--- src/rtl/imem_fetch_ctrl_if.sv ---
// Instruction-memory request/response bundle between the fetch controller and the memory.
// Single outstanding request: req/addr handshake with gnt, then one rvalid/rdata beat.
interface imem_fetch_ctrl_if #(
  parameter int unsigned DataWidth  = 32,
  parameter int unsigned InstrWidth = 32
);
  logic                  imem_req_o;
  logic [DataWidth-1:0]  imem_addr_o;
  logic                  imem_gnt_i;
  logic                  imem_rvalid_i;
  logic [InstrWidth-1:0] imem_rdata_i;

  modport master (
    output imem_req_o,
    output imem_addr_o,
    input  imem_gnt_i,
    input  imem_rvalid_i,
    input  imem_rdata_i
  );

  modport slave (
    input  imem_req_o,
    input  imem_addr_o,
    output imem_gnt_i,
    output imem_rvalid_i,
    output imem_rdata_i
  );
endinterface

--- src/rtl/imem_fetch_ctrl.sv ---
// Instruction fetch controller: one outstanding request, stall hold and EX-stage redirect.
// A redirect that overtakes an in-flight request marks exactly one response for discard.
module imem_fetch_ctrl #(
  parameter logic [31:0] RESET_PC = 32'h0000_0000
) (
  input  logic                clk,
  input  logic                rst_n,
  input  logic                stall_f,
  input  logic                pc_src_e,
  input  logic [31:0]         pc_target_e,
  imem_fetch_ctrl_if.master   imem,
  output logic                instr_valid_o,
  output logic [31:0]         instr_f_o,
  output logic [31:0]         pc_f_o,
  output logic [31:0]         pc_plus_4_f_o,
  output logic                fetch_busy_o
);

  typedef enum logic [1:0] {StIdle, StReq, StWait, StHold} state_e;

  state_e      state_q, state_d;
  logic [31:0] pc_q, pc_d;
  logic [31:0] instr_q, instr_d;
  logic        discard_q, discard_d;
  logic        req_q, req_d;
  logic        valid_q, valid_d;

  always_comb begin
    state_d   = state_q;
    pc_d      = pc_q;
    instr_d   = instr_q;
    discard_d = discard_q;
    unique case (state_q)
      StIdle: state_d = StReq;
      StReq: begin
        if (pc_src_e) pc_d = pc_target_e;
        if (imem.imem_gnt_i) begin
          state_d   = StWait;
          discard_d = pc_src_e;
        end
      end
      StWait: begin
        if (pc_src_e) pc_d = pc_target_e;
        if (imem.imem_rvalid_i) begin
          // Stale response: drop it and refetch from whatever pc now holds.
          if (pc_src_e || discard_q) begin
            discard_d = 1'b0;
            state_d   = StReq;
          end else begin
            instr_d = imem.imem_rdata_i;
            state_d = StHold;
          end
        end else if (pc_src_e) begin
          discard_d = 1'b1;
        end
      end
      StHold: begin
        if (pc_src_e) begin
          pc_d    = pc_target_e;
          state_d = StReq;
        end else if (!stall_f) begin
          pc_d    = pc_q + 32'd4;
          state_d = StReq;
        end
      end
      default: state_d = StIdle;
    endcase
    req_d   = (state_d == StReq);
    valid_d = (state_d == StHold);
  end

  always_ff @(posedge clk) begin
    if (!rst_n) begin
      state_q   <= StIdle;
      pc_q      <= RESET_PC;
      instr_q   <= 32'h0;
      discard_q <= 1'b0;
      req_q     <= 1'b0;
      valid_q   <= 1'b0;
    end else begin
      state_q   <= state_d;
      pc_q      <= pc_d;
      instr_q   <= instr_d;
      discard_q <= discard_d;
      req_q     <= req_d;
      valid_q   <= valid_d;
    end
  end

  assign imem.imem_req_o  = req_q;
  assign imem.imem_addr_o = pc_q;
  assign instr_valid_o    = valid_q;
  assign instr_f_o        = instr_q;
  assign pc_f_o           = pc_q;
  assign pc_plus_4_f_o    = pc_q + 32'd4;
  assign fetch_busy_o     = !valid_q;

endmodule

--- src/flat_wrapper.sv ---
// flat-port wrapper written by rule: the top's interface ports become plain ports
module imem_fetch_ctrl_flat 
#(
  parameter logic [31:0] RESET_PC = 32'h0000_0000
)
  (clk, rst_n, stall_f, pc_src_e, pc_target_e, instr_valid_o, instr_f_o, pc_f_o, pc_plus_4_f_o, fetch_busy_o, imem_imem_req_o, imem_imem_addr_o, imem_imem_gnt_i, imem_imem_rvalid_i, imem_imem_rdata_i);
  imem_fetch_ctrl_if imem_i ();
  input  logic clk;
  input  logic rst_n;
  input  logic stall_f;
  input  logic pc_src_e;
  input  logic [31:0] pc_target_e;
  output logic instr_valid_o;
  output logic [31:0] instr_f_o;
  output logic [31:0] pc_f_o;
  output logic [31:0] pc_plus_4_f_o;
  output logic fetch_busy_o;
  output wire logic [$bits(imem_i.imem_req_o)-1:0] imem_imem_req_o;
  output wire logic [$bits(imem_i.imem_addr_o)-1:0] imem_imem_addr_o;
  input wire logic [$bits(imem_i.imem_gnt_i)-1:0] imem_imem_gnt_i;
  input wire logic [$bits(imem_i.imem_rvalid_i)-1:0] imem_imem_rvalid_i;
  input wire logic [$bits(imem_i.imem_rdata_i)-1:0] imem_imem_rdata_i;
  assign imem_imem_req_o = imem_i.imem_req_o;
  assign imem_imem_addr_o = imem_i.imem_addr_o;
  assign imem_i.imem_gnt_i = imem_imem_gnt_i;
  assign imem_i.imem_rvalid_i = imem_imem_rvalid_i;
  assign imem_i.imem_rdata_i = imem_imem_rdata_i;
  imem_fetch_ctrl #(.RESET_PC(RESET_PC)) u_core (.clk(clk), .rst_n(rst_n), .stall_f(stall_f), .pc_src_e(pc_src_e), .pc_target_e(pc_target_e), .imem(imem_i), .instr_valid_o(instr_valid_o), .instr_f_o(instr_f_o), .pc_f_o(pc_f_o), .pc_plus_4_f_o(pc_plus_4_f_o), .fetch_busy_o(fetch_busy_o));
endmodule
--- config.mk ---
export PLATFORM = sky130hd
export DESIGN_NAME = imem_fetch_ctrl_flat
export DESIGN_NICKNAME = d
export VERILOG_FILES = /design/src/rtl/imem_fetch_ctrl_if.sv /design/src/rtl/imem_fetch_ctrl.sv /design/src/flat_wrapper.sv
export SDC_FILE = /design/constraint.sdc
export NUM_CORES = 1
export LEC_CHECK = 0
export ABC_AREA = 1
export BUFFER_PORTS_ARGS = -buffer_cell sky130_fd_sc_hd__buf_2
export CORE_MARGIN = 4
export CORE_UTILIZATION = 35
export DETAILED_ROUTE_END_ITERATION = 10
export PLACE_DENSITY = 0.6
export SLEW_MARGIN = 0
export SYNTH_ARGS = -nofsm -noshare
export SYNTH_HDL_FRONTEND = slang
export SYNTH_SLANG_ARGS = --single-unit
export TNS_END_PERCENT = 30
--- constraint.sdc ---
create_clock -name clk -period 2.85 [get_ports clk]
set_input_delay 0.4275 -clock clk [delete_from_list [all_inputs] [get_ports clk]]
set_output_delay 0.4275 -clock clk [all_outputs]
set_load 0.1 [all_outputs]
======== Word-level counts from Yosys, hierarchy flattened ========
Cells that the tools add are included.
word-level totals
  register bits ........................... 69
  input port bits ......................... 70
  output and inout bits ................... 131
  word-level logic and storage cells ...... 42
operators by class
  equal/unequal tests ..................... 10
  reductions and logical operators ........ 9
  add/subtract/negate cells ............... 1
  muxes and demuxes ....................... 15
  bitwise gates (word level) .............. 1
operators by type and width
  cell                                                              number
  32-bit 2-to-1 mux                                                 3
  32-bit one-hot mux with 2 select lines                            1
  32-bit by 3-bit adder with 32-bit output (second input constant)  1
  2-bit 2-to-1 mux                                                  5
  2-bit one-hot mux with 4 select lines                             1
  2-bit == test (second input constant)                             3
  3-bit != test (second input constant)                             2
  3-bit AND reduction                                               2
  2-bit by 1-bit == test with 1-bit output (second input constant)  2
  1-bit 2-to-1 mux                                                  4
  4-bit AND reduction                                               1
  2-bit nonzero test                                                2
  3-bit by 2-bit != test with 1-bit output (second input constant)  1
  2-bit zero test                                                   1
  2-bit by 1-bit != test with 1-bit output (second input constant)  1
  2-bit != test (second input constant)                             1
  1-bit one-hot mux with 2 select lines                             1
  2-bit OR reduction                                                1
  1-bit zero test                                                   1
  1-bit logical OR                                                  1
  1-bit NOT                                                         1

======== Longest topological paths before layout ========
  depth after elaboration ................. 5
  gate-level depth with buffers ........... 10
  gate-level depth less buffers ........... 10

======== Worst setup path before layout ========
OpenSTA, ideal clock, no wires.
  path type ............................... register -> output
  from .................................... register u_core.pc_q[2], in the netlist u_core.imem.imem_addr_o[2]
  to ...................................... output port pc_plus_4_f_o[9]
  buffers on the path ..................... 0
  setup slack ............................. -1.365 ns
  required time ........................... 2.423 ns
  cell stages (with the launch flop) ...... 5
  data arrival time ....................... 3.788 ns
  path through ............................ dfxtp_1 inv_1 nor2_4 nand2_4 xnor2_1
on the way
  cells in the longest elaborated chain, start to end .. 1
ends and longest elaborated chain
  element                                   line                   RTL
  start: declaration                        imem_fetch_ctrl.sv:22  logic [31:0] pc_q, pc_d;
  start signal: assignment                  imem_fetch_ctrl.sv:82  pc_q <= pc_d;
  32-bit by 3-bit adder with 32-bit output  imem_fetch_ctrl.sv:95  assign pc_plus_4_f_o = pc_q + 32'd4;
  end: declaration                          flat_wrapper.sv:16     output logic [31:0] pc_plus_4_f_o;
No other way between the ends.

======== Worst setup path in the final report ========
  from .................................... register u_core.pc_q[2], in the netlist u_core.imem.imem_addr_o[2]
  to ...................................... output port pc_plus_4_f_o[26]
Same word-level chain as after synthesis.

==> impl_metrics.env <==
export IMPL_status="complete, no violations"
export IMPL_hold_start="imem_imem_rdata_i[0]"
export IMPL_clock_path_buffers=2
export IMPL_dr_total_vias=4101
export IMPL_tritoncts="done"
export IMPL_maxCapViolations=0
export IMPL_yosysSeqAreaShare_pct=35.6
export IMPL_clkTransAtPathRegs_ns=0.08
export IMPL_core_region_area_mm2=0.0108
export IMPL_synth_seq_cells=69
export IMPL_wl_per_cell_um=13.3
export IMPL_drv_slew=0
export IMPL_synthArstFlopShare_pct=0
export IMPL_fmax_mhz=373
export IMPL_drtIter0Drc=122
export IMPL_dp_hpwl_mm=8.88
export IMPL_cp_slowest_stage_delay_ns=0.42
export IMPL_slowest_stage="buf_2"
export IMPL_cts_setup_buffers=0
export IMPL_clock_sinks=69
export IMPL_synth_commonest_cells="nand2_1, nor2_1, dfxtp_1"
export IMPL_rows=38
export IMPL_synth_top_area_share_pct=35.6
export IMPL_hold_end="u_core.instr_f_o[0]"
export IMPL_yosysWarnings=0
export IMPL_htreeDepth=3
export IMPL_power_density_mw_per_mm2=698
export IMPL_syn_nets=644
export IMPL_drive_gt1_share_pct=35.8
export IMPL_root_buffer="clkbuf_8"
export IMPL_die_area_mm2=0.0128
export IMPL_hold_viol_final=0
export IMPL_final_nets=802
export IMPL_fin_ws_ns=0.171
export IMPL_path_cells="ha_1 -> nand2_2 -> nor2_4 -> nand2_4 -> nor2_4 -> nand2_1 -> nand2_1 -> and2_1 -> buf_2"
export IMPL_worstSetupPathType="flip-flop to output port"
export IMPL_fin_area_mm2=0.00512
export IMPL_viasPerCell=4.71
export IMPL_die_w_um=113
export IMPL_whs_ns=0.324
export IMPL_finClkSkew_ns=0.00761
export IMPL_fillers=1137
export IMPL_cp_end_kind="output port"
export IMPL_post_dp_cell_area_mm2=0.00491
export IMPL_wl_met3_mm=1.07
export IMPL_yosysMostFrequentCell="nand2_1"
export IMPL_grt_start_max_net_pins=39
export IMPL_post_route_period_util_pct=94.0
export IMPL_start_kind="flip-flop"
export IMPL_synth_area_leaders="dfxtp_1, nand2_1, nor2_1"
export IMPL_crit_arrival_ns=2.25
export IMPL_cts_buffers=9
export IMPL_ys_types=31
export IMPL_vdd_drop_max_v=0.000337
export IMPL_grtUsageTotal_pct=17.9
export IMPL_final_min_clock_period_ns=2.68
export IMPL_holdPathStages=3
export IMPL_regToRegEndpoint="u_core.imem.imem_addr_o[5]"
export IMPL_start_util_pct=35.8
export IMPL_relSlewSlack_pct=33.6
export IMPL_synthCells=568
export IMPL_reg2reg_depth=10
export IMPL_syn_cell_area_mm2=0.00388
export IMPL_antenna_found_initial=1
export IMPL_die_y_um=113
export IMPL_met2_length_mm=5.52
export IMPL_diodes=0
export IMPL_grt_pass1_wl_mm=18.6
export IMPL_reg2reg_slack_ns=0.70
export IMPL_holdCritPathClass="input port to flip-flop"
export IMPL_tns_ns=0
export IMPL_overflow=0
export IMPL_crit_fanout=6
export IMPL_drtPass1Iterations=4
export IMPL_p_leak_nw=2.48
export IMPL_clk_latency_ns=0.35
export IMPL_yosysTopAreaCell="dfxtp_1"
export IMPL_synth_edff_count=0
export IMPL_ant_nets=0
export IMPL_required_ns=2.42
export IMPL_timing_rr_start="u_core.state_q[0]"
export IMPL_m1WireLength_mm=4.73
export IMPL_synthToLayoutAreaGrowth_pct=31.8
export IMPL_dr_max_layer_used="met5"
export IMPL_syn_avg_cell_area_um2=6.84
export IMPL_port_buffers=200
export IMPL_grt_pass1_vias=3911
export IMPL_gp_congestion=0.860
export IMPL_drt_total_wl_mm=11.6
export IMPL_setup_viol=0
export IMPL_synthFlopType="dfxtp_1"
export IMPL_place_ws_ns=0.512
export IMPL_rsz0062_at_grt="false"
export IMPL_tightest_slew_ns=0.996
export IMPL_io_pins=201
export IMPL_drc=0
[power breakdown]
| part | internal (mW) | leakage (nW) | switching (mW) |
|---|---|---|---|
| registers | 1.02 | 0.565 | 0.103 |
| logic | 0.237 | 1.81 | 1.37 |
| clock network | 0.452 | 0.106 | 0.387 |
[through the flow]
stage | util [%] | power, mW | instances
detailed placement | 45.3 | 2.76 | 855
finish | 47.2 | 3.57 | 871
global route | 47.2 | 3.71 | 871
global placement | 45.3 | 2.75 | 855
CTS | 47.2 | 3.61 | 871
floorplan | - | 2.57 | 568
[area by class of cell]
type | instances | area, um^2 | share of cell area (%)
clock buffer | 11 | 151 | 2.96
clock inverter | 5 | 57.6 | 1.12
timing repair buffer | 205 | 1040 | 20.4
sequential | 69 | 1390 | 27.1
multi-input combinational | 405 | 2160 | 42.3
tap | 140 | 175 | 3.42
inverter | 36 | 139 | 2.71
[worst max path at each step]
stage | startpoint | end | slack [ns] | cells after the start
after floorplan | u_core.imem.imem_addr_o[7] | pc_plus_4_f_o[26] | -0.19 | 7
after global placement | u_core.imem.imem_addr_o[14] | pc_plus_4_f_o[23] | 0.52 | 8
after detailed placement | u_core.imem.imem_addr_o[13] | pc_plus_4_f_o[23] | 0.51 | 8
after CTS | u_core.imem.imem_addr_o[13] | pc_plus_4_f_o[23] | 0.12 | 8
after global routing | u_core.imem.imem_addr_o[8] | pc_plus_4_f_o[19] | 0.004 | 8
final | u_core.imem.imem_addr_o[2] | pc_plus_4_f_o[26] | 0.17 | 9
[cells by family after synthesis]
kind of cell,share of synthesized area (%)
and+or+nand+nor,29.0
AOI/OAI and AO/OA,16.6
buffers and inverters,12.6
DFF,35.6
xor gates and xnor gates,4.35
adders and majority gates,1.93
[flip-flops by register name, indices dropped and copies added, names as in the netlist]
signal                   cells
u_core.imem.imem_req_o       1
u_core.instr_valid_o         1
u_core.state_q               2
u_core.instr_f_o            32
u_core.discard_q             1
u_core.imem.imem_addr_o     32
[layout by cell type (no fill, tap or decap), types with 2 or more instances in the layout]
master,netlist,layout
nor2_2,2,2
clkbuf_4,0,2
xor2_2,5,3
buf_4,34,5
inv_1,35,34
clkbuf_8,0,11
ha_1,6,6
a31oi_1,3,3
clkinvlp_4,0,2
xor2_4,0,7
nand3b_1,4,4
and2_2,0,3
nor2_1,101,101
a21oi_1,54,54
and2_1,6,3
buf_2,5,198
nor2_4,9,9
dfxtp_2,0,3
dfxtp_1,69,65
nand2_2,4,4
nand2_1,110,110
xnor2_2,0,4
o21ai_0,66,66
nand2_4,2,2
nand3_1,15,15
[critical path: cells and delay by family (launching register included)]
| family | cells | cell delay (ns) |
|---|---|---|
| adder cells (fa/ha/maj) | 1 | 0.21 |
| AND/OR/NAND/NOR | 7 | 0.89 |
| buffers and inverters | 1 | 0.42 |
| flip-flops | 1 | 0.38 |
[metal layers]
layer  global-route usage, %  vias up
li1                        -     2103
met1                    20.6     1824
met4                    7.77        2
met5                       0        -
met3                    5.56       22
met2                    30.6      150
[repair_timing]
item	in CTS	in global routing
setup endpoints to repair	0	2
gates resized for setup	0	2
hold buffers	0	0
Note: power is estimated with default switching activity, not from simulation.
